### config.mk
export PLATFORM = sky130hd
export DESIGN_NAME = rrf_state_table_flat
export DESIGN_NICKNAME = d
export VERILOG_FILES = /design/src/rtl/rrf_pkg.sv /design/src/rtl/rrf_state_table_if.sv /design/src/rtl/rrf_entry.sv /design/src/rtl/rrf_state_table.sv /design/src/flat_wrapper.sv
export SDC_FILE = /design/constraint.sdc
export NUM_CORES = 1
export LEC_CHECK = 0
export CAP_MARGIN = 10
export CORE_AREA = 4 4 211 296
export DETAILED_ROUTE_END_ITERATION = 10
export DIE_AREA = 0 0 215 300
export GPL_TIMING_DRIVEN = 0
export PLACE_DENSITY = 0.59
export SLEW_MARGIN = 25
export SYNTH_ARGS = -nofsm -noshare
export SYNTH_HDL_FRONTEND = slang
export SYNTH_SLANG_ARGS = --single-unit
### constraint.sdc
create_clock -name clk -period 13.3 [get_ports clk]
set_input_delay 2.66 -clock clk [delete_from_list [all_inputs] [get_ports clk]]
set_output_delay 2.66 -clock clk [all_outputs]
set_load 0.05 [all_outputs]
### src/rtl/rrf_pkg.sv
// Shared types and sizing for the rename register file state table.
// Also holds the operand lookup helper that implements writeback bypass.
package rrf_pkg;

    localparam int NUM_RRF = 8;
    localparam int TAG_W   = 3;
    localparam int DATA_W  = 32;

    typedef logic [TAG_W-1:0]  rrf_tag_t;
    typedef logic [DATA_W-1:0] rrf_data_t;

    typedef struct packed {
        logic      valid;
        rrf_data_t data;
    } rrf_rd_t;

    // Operand lookup: a same-cycle writeback makes a busy entry readable, wb0 wins over wb1.
    function automatic rrf_rd_t rrf_lookup(
        input rrf_tag_t  tag,
        input logic      entry_busy,
        input logic      entry_valid,
        input rrf_data_t entry_data,
        input logic      wb0_en,
        input rrf_tag_t  wb0_tag,
        input rrf_data_t wb0_data,
        input logic      wb1_en,
        input rrf_tag_t  wb1_tag,
        input rrf_data_t wb1_data
    );
        rrf_rd_t rd;
        logic    hit0;
        logic    hit1;
        hit0     = wb0_en && (wb0_tag == tag);
        hit1     = wb1_en && (wb1_tag == tag);
        rd.valid = entry_busy && (entry_valid || hit0 || hit1);
        if (hit0) begin
            rd.data = wb0_data;
        end else if (hit1) begin
            rd.data = wb1_data;
        end else begin
            rd.data = entry_data;
        end
        return rd;
    endfunction

endpackage

### src/rtl/rrf_state_table_if.sv
// Dispatch / execute / commit / lookup bundle of the RRF state table.
// master drives requests (pipeline side), slave is the state table.
interface rrf_state_table_if;
    import rrf_pkg::*;

    logic [0:NUM_RRF-1] free_rrf;
    logic               alloc0_en;
    logic               alloc1_en;
    rrf_tag_t           alloc0_tag;
    rrf_tag_t           alloc1_tag;
    logic               wb0_en;
    logic               wb1_en;
    rrf_tag_t           wb0_tag;
    rrf_tag_t           wb1_tag;
    rrf_data_t          wb0_data;
    rrf_data_t          wb1_data;
    logic               cm0_en;
    logic               cm1_en;
    rrf_tag_t           cm0_tag;
    rrf_tag_t           cm1_tag;
    rrf_data_t          cm0_data;
    rrf_data_t          cm1_data;
    rrf_tag_t           rd0_tag;
    rrf_tag_t           rd1_tag;
    logic               rd0_valid;
    logic               rd1_valid;
    rrf_data_t          rd0_data;
    rrf_data_t          rd1_data;
    logic               flush;
    logic               err;

    modport master (
        output alloc0_en, alloc1_en, alloc0_tag, alloc1_tag,
        output wb0_en, wb1_en, wb0_tag, wb1_tag, wb0_data, wb1_data,
        output cm0_en, cm1_en, cm0_tag, cm1_tag,
        output rd0_tag, rd1_tag, flush,
        input  free_rrf, cm0_data, cm1_data,
        input  rd0_valid, rd1_valid, rd0_data, rd1_data, err
    );

    modport slave (
        input  alloc0_en, alloc1_en, alloc0_tag, alloc1_tag,
        input  wb0_en, wb1_en, wb0_tag, wb1_tag, wb0_data, wb1_data,
        input  cm0_en, cm1_en, cm0_tag, cm1_tag,
        input  rd0_tag, rd1_tag, flush,
        output free_rrf, cm0_data, cm1_data,
        output rd0_valid, rd1_valid, rd0_data, rd1_data, err
    );

endinterface

### src/rtl/rrf_entry.sv
// One rename register: busy/valid/data state with same-entry conflict resolution.
// Request vectors are already decoded to this entry; bit 0 is port 0.
module rrf_entry
    import rrf_pkg::*;
(
    input  logic       clk,
    input  logic       rst,
    input  logic       flush,
    input  logic [1:0] alloc_req,
    input  logic [1:0] wb_req,
    input  logic [1:0] cm_req,
    input  rrf_data_t  wb0_data,
    input  rrf_data_t  wb1_data,
    output logic       busy,
    output logic       valid,
    output rrf_data_t  data,
    output logic       illegal
);

    logic      busy_r;
    logic      valid_r;
    rrf_data_t data_r;
    logic      alloc_ok_s;
    logic      wb_ok_s;
    logic      cm_ok_s;
    logic      busy_nxt_s;
    logic      valid_nxt_s;
    rrf_data_t data_nxt_s;

    // Resolve which request takes effect; commit beats alloc, alloc beats wb, wb beats commit.
    always_comb begin
        alloc_ok_s = (|alloc_req) && !busy_r && !(|cm_req);
        wb_ok_s    = (|wb_req) && busy_r && !valid_r && !(|alloc_req);
        cm_ok_s    = (|cm_req) && valid_r && !(|wb_req);
        illegal    = ((|alloc_req) && !alloc_ok_s) || (&alloc_req)
                  || ((|wb_req) && !wb_ok_s)       || (&wb_req)
                  || ((|cm_req) && !cm_ok_s)       || (&cm_req);
    end

    // Next-state selection; the ok flags are mutually exclusive by construction.
    always_comb begin
        busy_nxt_s  = busy_r;
        valid_nxt_s = valid_r;
        data_nxt_s  = data_r;
        if (flush) begin
            busy_nxt_s  = 1'b0;
            valid_nxt_s = 1'b0;
        end else if (alloc_ok_s) begin
            busy_nxt_s  = 1'b1;
            valid_nxt_s = 1'b0;
        end else if (wb_ok_s) begin
            valid_nxt_s = 1'b1;
            data_nxt_s  = wb_req[0] ? wb0_data : wb1_data;
        end else if (cm_ok_s) begin
            busy_nxt_s  = 1'b0;
            valid_nxt_s = 1'b0;
        end else begin
            busy_nxt_s  = busy_r;
            valid_nxt_s = valid_r;
        end
    end

    // Entry state flops.
    always_ff @(posedge clk or posedge rst) begin
        if (rst) begin
            busy_r  <= 1'b0;
            valid_r <= 1'b0;
            data_r  <= '0;
        end else begin
            busy_r  <= busy_nxt_s;
            valid_r <= valid_nxt_s;
            data_r  <= data_nxt_s;
        end
    end

    assign busy  = busy_r;
    assign valid = valid_r;
    assign data  = data_r;

endmodule

### src/rtl/rrf_state_table.sv
// Rename register file state table: tag decode into NUM_RRF entries, read/commit
// muxes with writeback bypass, and the registered illegal-request pulse.
module rrf_state_table
    import rrf_pkg::*;
(
    input  logic               clk,
    input  logic               rst,
    rrf_state_table_if.slave   bus
);

    logic [0:NUM_RRF-1] busy_s;
    logic [0:NUM_RRF-1] valid_s;
    logic [0:NUM_RRF-1] illegal_s;
    rrf_data_t          data_s [NUM_RRF];
    rrf_rd_t            rd0_s;
    rrf_rd_t            rd1_s;
    logic               err_r;

    for (genvar j = 0; j < NUM_RRF; j++) begin : g_entry
        logic [1:0] alloc_req_s;
        logic [1:0] wb_req_s;
        logic [1:0] cm_req_s;

        assign alloc_req_s = {bus.alloc1_en && (bus.alloc1_tag == rrf_tag_t'(j)),
                              bus.alloc0_en && (bus.alloc0_tag == rrf_tag_t'(j))};
        assign wb_req_s    = {bus.wb1_en && (bus.wb1_tag == rrf_tag_t'(j)),
                              bus.wb0_en && (bus.wb0_tag == rrf_tag_t'(j))};
        assign cm_req_s    = {bus.cm1_en && (bus.cm1_tag == rrf_tag_t'(j)),
                              bus.cm0_en && (bus.cm0_tag == rrf_tag_t'(j))};

        rrf_entry u_entry (
            .clk       (clk),
            .rst       (rst),
            .flush     (bus.flush),
            .alloc_req (alloc_req_s),
            .wb_req    (wb_req_s),
            .cm_req    (cm_req_s),
            .wb0_data  (bus.wb0_data),
            .wb1_data  (bus.wb1_data),
            .busy      (busy_s[j]),
            .valid     (valid_s[j]),
            .data      (data_s[j]),
            .illegal   (illegal_s[j])
        );
    end

    // Error pulse: one cycle per offending cycle, suppressed by flush.
    always_ff @(posedge clk or posedge rst) begin
        if (rst) begin
            err_r <= 1'b0;
        end else if (bus.flush) begin
            err_r <= 1'b0;
        end else begin
            err_r <= |illegal_s;
        end
    end

    // free_rrf comes straight from the busy flops so the picker never sees this cycle's allocs.
    assign bus.free_rrf = ~busy_s;
    assign bus.err      = err_r;
    assign bus.cm0_data = data_s[bus.cm0_tag];
    assign bus.cm1_data = data_s[bus.cm1_tag];

    assign rd0_s = rrf_lookup(bus.rd0_tag, busy_s[bus.rd0_tag], valid_s[bus.rd0_tag],
                              data_s[bus.rd0_tag], bus.wb0_en, bus.wb0_tag, bus.wb0_data,
                              bus.wb1_en, bus.wb1_tag, bus.wb1_data);
    assign rd1_s = rrf_lookup(bus.rd1_tag, busy_s[bus.rd1_tag], valid_s[bus.rd1_tag],
                              data_s[bus.rd1_tag], bus.wb0_en, bus.wb0_tag, bus.wb0_data,
                              bus.wb1_en, bus.wb1_tag, bus.wb1_data);

    assign bus.rd0_valid = rd0_s.valid;
    assign bus.rd0_data  = rd0_s.data;
    assign bus.rd1_valid = rd1_s.valid;
    assign bus.rd1_data  = rd1_s.data;

endmodule

### src/flat_wrapper.sv
// flat-port wrapper written by rule: the top's interface ports become plain ports
module rrf_state_table_flat import rrf_pkg::*;
  (clk, rst, bus_alloc0_en, bus_alloc1_en, bus_alloc0_tag, bus_alloc1_tag, bus_wb0_en, bus_wb1_en, bus_wb0_tag, bus_wb1_tag, bus_wb0_data, bus_wb1_data, bus_cm0_en, bus_cm1_en, bus_cm0_tag, bus_cm1_tag, bus_rd0_tag, bus_rd1_tag, bus_flush, bus_free_rrf, bus_cm0_data, bus_cm1_data, bus_rd0_valid, bus_rd1_valid, bus_rd0_data, bus_rd1_data, bus_err);
  rrf_state_table_if bus_i ();
  input  logic clk;
  input  logic rst;
  input wire logic [$bits(bus_i.alloc0_en)-1:0] bus_alloc0_en;
  input wire logic [$bits(bus_i.alloc1_en)-1:0] bus_alloc1_en;
  input wire logic [$bits(bus_i.alloc0_tag)-1:0] bus_alloc0_tag;
  input wire logic [$bits(bus_i.alloc1_tag)-1:0] bus_alloc1_tag;
  input wire logic [$bits(bus_i.wb0_en)-1:0] bus_wb0_en;
  input wire logic [$bits(bus_i.wb1_en)-1:0] bus_wb1_en;
  input wire logic [$bits(bus_i.wb0_tag)-1:0] bus_wb0_tag;
  input wire logic [$bits(bus_i.wb1_tag)-1:0] bus_wb1_tag;
  input wire logic [$bits(bus_i.wb0_data)-1:0] bus_wb0_data;
  input wire logic [$bits(bus_i.wb1_data)-1:0] bus_wb1_data;
  input wire logic [$bits(bus_i.cm0_en)-1:0] bus_cm0_en;
  input wire logic [$bits(bus_i.cm1_en)-1:0] bus_cm1_en;
  input wire logic [$bits(bus_i.cm0_tag)-1:0] bus_cm0_tag;
  input wire logic [$bits(bus_i.cm1_tag)-1:0] bus_cm1_tag;
  input wire logic [$bits(bus_i.rd0_tag)-1:0] bus_rd0_tag;
  input wire logic [$bits(bus_i.rd1_tag)-1:0] bus_rd1_tag;
  input wire logic [$bits(bus_i.flush)-1:0] bus_flush;
  output wire logic [$bits(bus_i.free_rrf)-1:0] bus_free_rrf;
  output wire logic [$bits(bus_i.cm0_data)-1:0] bus_cm0_data;
  output wire logic [$bits(bus_i.cm1_data)-1:0] bus_cm1_data;
  output wire logic [$bits(bus_i.rd0_valid)-1:0] bus_rd0_valid;
  output wire logic [$bits(bus_i.rd1_valid)-1:0] bus_rd1_valid;
  output wire logic [$bits(bus_i.rd0_data)-1:0] bus_rd0_data;
  output wire logic [$bits(bus_i.rd1_data)-1:0] bus_rd1_data;
  output wire logic [$bits(bus_i.err)-1:0] bus_err;
  assign bus_i.alloc0_en = bus_alloc0_en;
  assign bus_i.alloc1_en = bus_alloc1_en;
  assign bus_i.alloc0_tag = bus_alloc0_tag;
  assign bus_i.alloc1_tag = bus_alloc1_tag;
  assign bus_i.wb0_en = bus_wb0_en;
  assign bus_i.wb1_en = bus_wb1_en;
  assign bus_i.wb0_tag = bus_wb0_tag;
  assign bus_i.wb1_tag = bus_wb1_tag;
  assign bus_i.wb0_data = bus_wb0_data;
  assign bus_i.wb1_data = bus_wb1_data;
  assign bus_i.cm0_en = bus_cm0_en;
  assign bus_i.cm1_en = bus_cm1_en;
  assign bus_i.cm0_tag = bus_cm0_tag;
  assign bus_i.cm1_tag = bus_cm1_tag;
  assign bus_i.rd0_tag = bus_rd0_tag;
  assign bus_i.rd1_tag = bus_rd1_tag;
  assign bus_i.flush = bus_flush;
  assign bus_free_rrf = bus_i.free_rrf;
  assign bus_cm0_data = bus_i.cm0_data;
  assign bus_cm1_data = bus_i.cm1_data;
  assign bus_rd0_valid = bus_i.rd0_valid;
  assign bus_rd1_valid = bus_i.rd1_valid;
  assign bus_rd0_data = bus_i.rd0_data;
  assign bus_rd1_data = bus_i.rd1_data;
  assign bus_err = bus_i.err;
  rrf_state_table u_core (.clk(clk), .rst(rst), .bus(bus_i));
endmodule
# ---- After elaboration in Yosys (flattened, before gate mapping)
# Cells that the tools add are included.
dict set report op_classes {
  n_lt_le_gt_ge 4
  n_eq_ne 54
  n_mux 93
  bitwise 14
  reduce_logical 329
}
# operator n
set ops {}
lappend ops {{$mux 32} 20}
lappend ops {{$bmux 32 s3} 4}
lappend ops {{$logic_and 1x1->1} 134}
lappend ops {{$eq 3x3->1 const B} 24}
lappend ops {{$mux 1} 65}
lappend ops {{$logic_not 1->1} 64}
lappend ops {{$reduce_and 2->1} 32}
lappend ops {{$reduce_or 2->1} 24}
lappend ops {{$logic_or 1x1->1} 44}
lappend ops {{$eq 3x2->1 const B} 12}
lappend ops {{$reduce_bool 4->1} 8}
lappend ops {{$ne 3x3->1 const B} 8}
lappend ops {{$reduce_and 3->1} 8}
lappend ops {{$reduce_bool 3->1} 8}
lappend ops {{$eq 3x1->1 const B} 6}
lappend ops {{$logic_not 3->1} 6}
lappend ops {{$ge 4x4->1 const B} 4}
lappend ops {{$not 3->4} 4}
lappend ops {{$bmux 1 s3} 4}
lappend ops {{$eq 3x3->1} 4}
lappend ops {{$not 1->1} 9}
lappend ops {{$not 8->8} 1}
lappend ops {{$reduce_or 8->1} 1}
dict set report word_totals {
  register_bits 273
  input_bits 97
  out_inout_bits 139
  elab_cells 519
}

# ---- Longest topological paths before layout
dict set report depth {
  ltp_word 14
  ltp_mapped 9
  depth_no_buf 5
}

# ---- Hierarchy
# Synthesis repeated with hierarchy kept, for this count alone.
dict set report hier_totals {
  hier_cells 1885
  hier_area_um2 25139.1
}
# module n_inst cells_per_inst area_each_um2 seq_area_each_um2
set by_module_without_submodules {}
lappend by_module_without_submodules {rrf_entry 8 125 1905.6 850.8}
lappend by_module_without_submodules {rrf_state_table 1 885 9894.5 25.0}

# ---- Least setup slack after synthesis
# Ideal clock, no wire load.
dict set report synth_path {
  path_kind {input -> output}
  from {input port bus_rd0_tag[0]}
  to {output port bus_rd0_data[10]}
  arrival_time_ps 4992
  required_ps 10640
  path_slack_ps 5648
  stages 8
  n_path_buf 3
  path_cell_list {buf_2 > buf_2 > clkbuf_1 > mux4_2 > nand2_1 > nand3_1 > o21ai_0 > o21ai_0}
}
dict set report synth_via {
  elab_chain_len 6
  word_cells_on_any_way 10
  cone_classes {eq/ne: 2; mux: 5; bitwise: 1; reduce/logical: 2}
}
# element line_no
set synth_rtl {}
lappend synth_rtl {{start: declaration} flat_wrapper.sv:21} ;# input wire logic [$bits(bus_i.rd0_tag)-1:0] bus_rd0_tag;
lappend synth_rtl {{$not 3->4 (not written as such)} rrf_state_table.sv:65} ;# data_s[bus.rd0_tag], bus.wb0_en, bus.wb0_tag, bus.wb0_data,
lappend synth_rtl {{$bmux 32 s3} rrf_state_table.sv:65}
lappend synth_rtl {{$mux 32 (not written as such) (2 in a row)} rrf_state_table.sv:65}
lappend synth_rtl {{$mux 32} rrf_pkg.sv:38} ;# end else if (hit1) begin
lappend synth_rtl {{$mux 32 (*)} rrf_pkg.sv:36} ;# if (hit0) begin
lappend synth_rtl {{end: declaration} flat_wrapper.sv:29} ;# output wire logic [$bits(bus_i.rd0_data)-1:0] bus_rd0_data;
# Mark *: on every way between the ends. The rest lies on a longest branch, timed or not. The select of a mux whose other input is x is not followed.

# ---- Worst setup path after layout
dict set report layout_path {
  from {input port bus_wb0_tag[0]}
  to {output port bus_rd0_data[31]}
}
dict set report layout_via {
  elab_chain_len 3
}
# element line_no
set layout_rtl {}
lappend layout_rtl {{start: declaration} flat_wrapper.sv:13} ;# input wire logic [$bits(bus_i.wb0_tag)-1:0] bus_wb0_tag;
lappend layout_rtl {{$eq 3x3->1} rrf_pkg.sv:33} ;# hit0 = wb0_en && (wb0_tag == tag);
lappend layout_rtl {{$logic_and 1x1->1} rrf_pkg.sv:33}
lappend layout_rtl {{$mux 32} rrf_pkg.sv:36}
# Every way passes these cells.

==> impl_metrics.yaml <==
outcome:
  status: "finished, final reports clean"
logic_synthesis:
  ys.flop_type: "dfrtp_1"
  ys_top_cells_by_area: "dfrtp_1, mux4_2, mux2i_1, nand2_1, o21ai_0"
  ys_ff_latch: 273
  yosysTopAreaCell: "dfrtp_1"
  syn_inst: 2307
  ys_async_sr_fraction_pct: 100
  synth_top_area_share_pct: 29.5
  syn_nets: 2404
  yosysWarnings: 0
  synth.yosys.seq_area_share_pct: 29.5
  syn-cell-area_sq_um: 23100
  avgSynthCellArea_sq_um: 10.0
  synth-edff-count: 0
  synth_cell_types: 68
clock_network:
  cts_buffer_depth: 3
  htreeDepth: 1
  cts_resized: 0
  cts.clk_slew.worst_paths_ns: 0.07
  holdBufCountCts: 0
  clk_latency_ns: 0.60
  cts-root-buf: "clkbuf_16"
  tritoncts: "built"
  cts_buffers: 31
  post_cts_buffers: 0
  clkSinkCount: 273
floorplan:
  ios: 236
  die_w_um: 215
  core_sq_um: 59500
  rows: 106
  die_y_um: 300
  dieArea_sq_um: 64500
  start_util_pct: 38.8
pwr:
  peakVddDrop_v: 0.0000924
  p_leak_nw: 10.3
  pwr_density_cell_nw_per_um2: 121
sta:
  rsz0062_at_grt: "false"
  timing.final.ws_setup_ns: 3.61
  hold_viol: 0
  setup_tns_ns: 0
  setup_violations: 0
  min_period_over_period_pct: 72.8
  max_freq_mhz: 103
  fin_crit_ns: 9.69
  clock_skew_ns: 0.0127
  maxSlewViolCount: 0
  max_slew_margin_pct: 23.7
  worstMarginPinSlew_ns: 1.13
grt:
  grt_max_degree: 78
  grt_pass1_vias: 21780
  grt_pass1_wl_um: 149000
  grt_antenna_before_repair: 5
  grt-ovfl-total: 0
  grt_usage_pct: 30.7
setup_path:
  cp.depth: 10
  path_cells: "clkdlybuf4s50_1 > buf_6 > xnor2_1 > nand2_1 > nor3_1 > clkbuf_1 > clkbuf_1 > nand2_1 > o21ai_0 > clkdlybuf4s50_1"
  critPathBufInv: 5
  crit_family: "buffers and inverters"
  critical_path.startpoint_type: "primary input"
  worst_setup_path_end_kind: "output port"
  critical_path_required_ns: 10.64
  crit_fanout: 10
  cp_slowest_cell: "clkdlybuf4s50_1"
  crit_arrival_ns: 7.03
  worstSetupPathType: "in2out"
  reg2reg_depth: 6
  slowest_delay_ns: 0.92
detailed_routing:
  ant_nets: 0
  route.detailed.drc: 0
  drt_iter0_markers: 2581
  routed_via_density: 6.66
  dr_total_vias: 21889
  wire_per_inst_um: 31.3
  wirelength_um: 103000
  drt-pass1-iter-count: 6
placement:
  pre_cts_slack_ns: 3.83
  finalWeightedCongestion: 0.965
  dp_hpwl_um: 72100
  place_area_sq_um: 25800
  port_buffers: 162
  placedCellCount: 3228
cells_and_area:
  drive_above_1_share_pct: 20.0
  synthToLayoutAreaGrowth_pct: 16.0
  final_cell_area_sq_um: 26800
  layout.nets: 2602
  fin_util_pct: 45.1
  stdcell_count: 3287
worst_hold_path:
  hp-class: "reg2reg"
  worstHoldPathCells: 2
flow_run:
  cap_violations: 0
-- final timing paths --
kind	startpoint	to	slack [ns]
setup reg to reg	u_core.g_entry[4].u_entry.busy	u_core.g_entry[4].u_entry.data[28]	10.88
setup / recovery	bus_wb0_tag[0]	bus_rd0_data[31]	3.61
hold reg to reg	u_core.g_entry[5].u_entry.data[14]	u_core.g_entry[5].u_entry.data[14]	0.54
hold / removal	u_core.g_entry[5].u_entry.data[14]	u_core.g_entry[5].u_entry.data[14]	0.54
min in group asynchronous	rst	u_core.g_entry[3].u_entry.data[13]	2.52
max in group asynchronous	rst	u_core.g_entry[0].u_entry.busy	9.57
-- power by group --
| group | internal, mW | switching [mW] | leakage, nW |
|---|---|---|---|
| registers | 0.948 | 0.147 | 3.69 |
| logic | 0.505 | 0.726 | 6.11 |
| clock network | 0.514 | 0.399 | 0.498 |
| total | 1.97 | 1.27 | 10.3 |
-- worst register-to-register path: cells and delay by family, from the launching register on --
kind / cells / cell delay [ns]
compound gates: 1 / 0.10
simple gates: 3 / 1.02
flops: 1 / 0.49
buf+inv: 2 / 0.66
-- area by class of cell --
class,instances,area [sq um]
multi-input combinational,1729,15000
clock buffer,44,875
clock inverter,13,151
sequential,273,6830
timing repair buffer,165,1700
tap,756,946
fill,5632,32700
buffer,286,1300
antenna,2,5.00
inverter,19,78.8
-- placed cells by master, fill, tap and decap left out, types with 7 or more instances in the layout --
cell type / count
mux4_2: 264
clkbuf_2: 8
nand4_1: 7
buf_2: 89
o21ai_0: 282
clkbuf_1: 130
nand2_1: 471
nor2_1: 17
nand3_1: 67
clkbuf_16: 31
clkdlybuf4s50_1: 162
buf_1: 50
buf_6: 10
o21ai_1: 110
buf_4: 7
o32ai_1: 8
a21oi_1: 11
o2bb2ai_1: 7
dfrtp_1: 273
inv_1: 16
nand4b_1: 12
xnor2_1: 9
mux2i_1: 262
nand2b_1: 15
nor4bb_1: 9
mux2_2: 64
-- kinds of logic (layout without fill, tap and decap cells) --
group | Yosys count | after routing | share of synthesized area (%)
AND/OR/NAND/NOR | 657 | 657 | 12.8
multiplexers | 590 | 590 | 40.2
AO/OA/AOI/OAI | 467 | 467 | 11.1
buffers and inverters | 305 | 527 | 5.85
flip-flops | 273 | 273 | 29.5
XOR/XNOR | 15 | 15 | 0.568
other | 0 | 2 | 0
-- cell usage after synthesis (3+ instances only) --
| master | n |
|---|---|
| nand2_1 | 471 |
| o21ai_0 | 282 |
| dfrtp_1 | 273 |
| mux4_2 | 264 |
| mux2i_1 | 262 |
| clkbuf_1 | 128 |
| o21ai_1 | 110 |
| buf_2 | 84 |
| nand3_1 | 67 |
| mux2_2 | 64 |
| buf_1 | 56 |
| inv_1 | 17 |
| nor2_1 | 17 |
| nand2b_1 | 15 |
| nand4b_1 | 12 |
| a21oi_1 | 11 |
| buf_6 | 10 |
| nor4bb_1 | 9 |
| xnor2_1 | 9 |
| o32ai_1 | 8 |
| buf_4 | 7 |
| nand4_1 | 7 |
| o2bb2ai_1 | 7 |
| and2_1 | 6 |
| and4b_1 | 6 |
| nor3_1 | 6 |
| or4_1 | 6 |
| xor2_1 | 6 |
| and4_1 | 5 |
| nor2b_1 | 5 |
| a22oi_1 | 4 |
| a32o_1 | 4 |
| nor4b_1 | 4 |
| o2111ai_1 | 4 |
| o22ai_1 | 4 |
| o311ai_0 | 4 |
| or2_2 | 4 |
| a221oi_1 | 3 |
| a32oi_1 | 3 |
| o22a_1 | 3 |
-- sequential cells by signal (all words and copies together), names as in the netlist --
signal                        count
u_core.g_entry.u_entry.busy       8
u_core.bus.err                    1
u_core.g_entry.u_entry.valid      8
u_core.g_entry.u_entry.data     256
-- metal layers --
metal	wire, um	up-vias	part of all wire [%]	global-route usage [%]
li1	-	8999	-	-
met1	36900	11014	36	37.6
met2	48900	1500	48	50.7
met3	10600	370	10	7.33
met4	6320	6	6.1	15.8
met5	40	-	0.039	0
-- metrics by stage --
step / hold slack (ns) / total power, mW
floorplan: 0.488 / 1.91
global placement: 0.507 / 2.29
detailed placement: 0.531 / 2.32
CTS: 0.545 / 3.22
global route: 0.575 / 3.35
finish: 0.543 / 3.24
No activity file was read; power rests on OpenSTA's default activity.
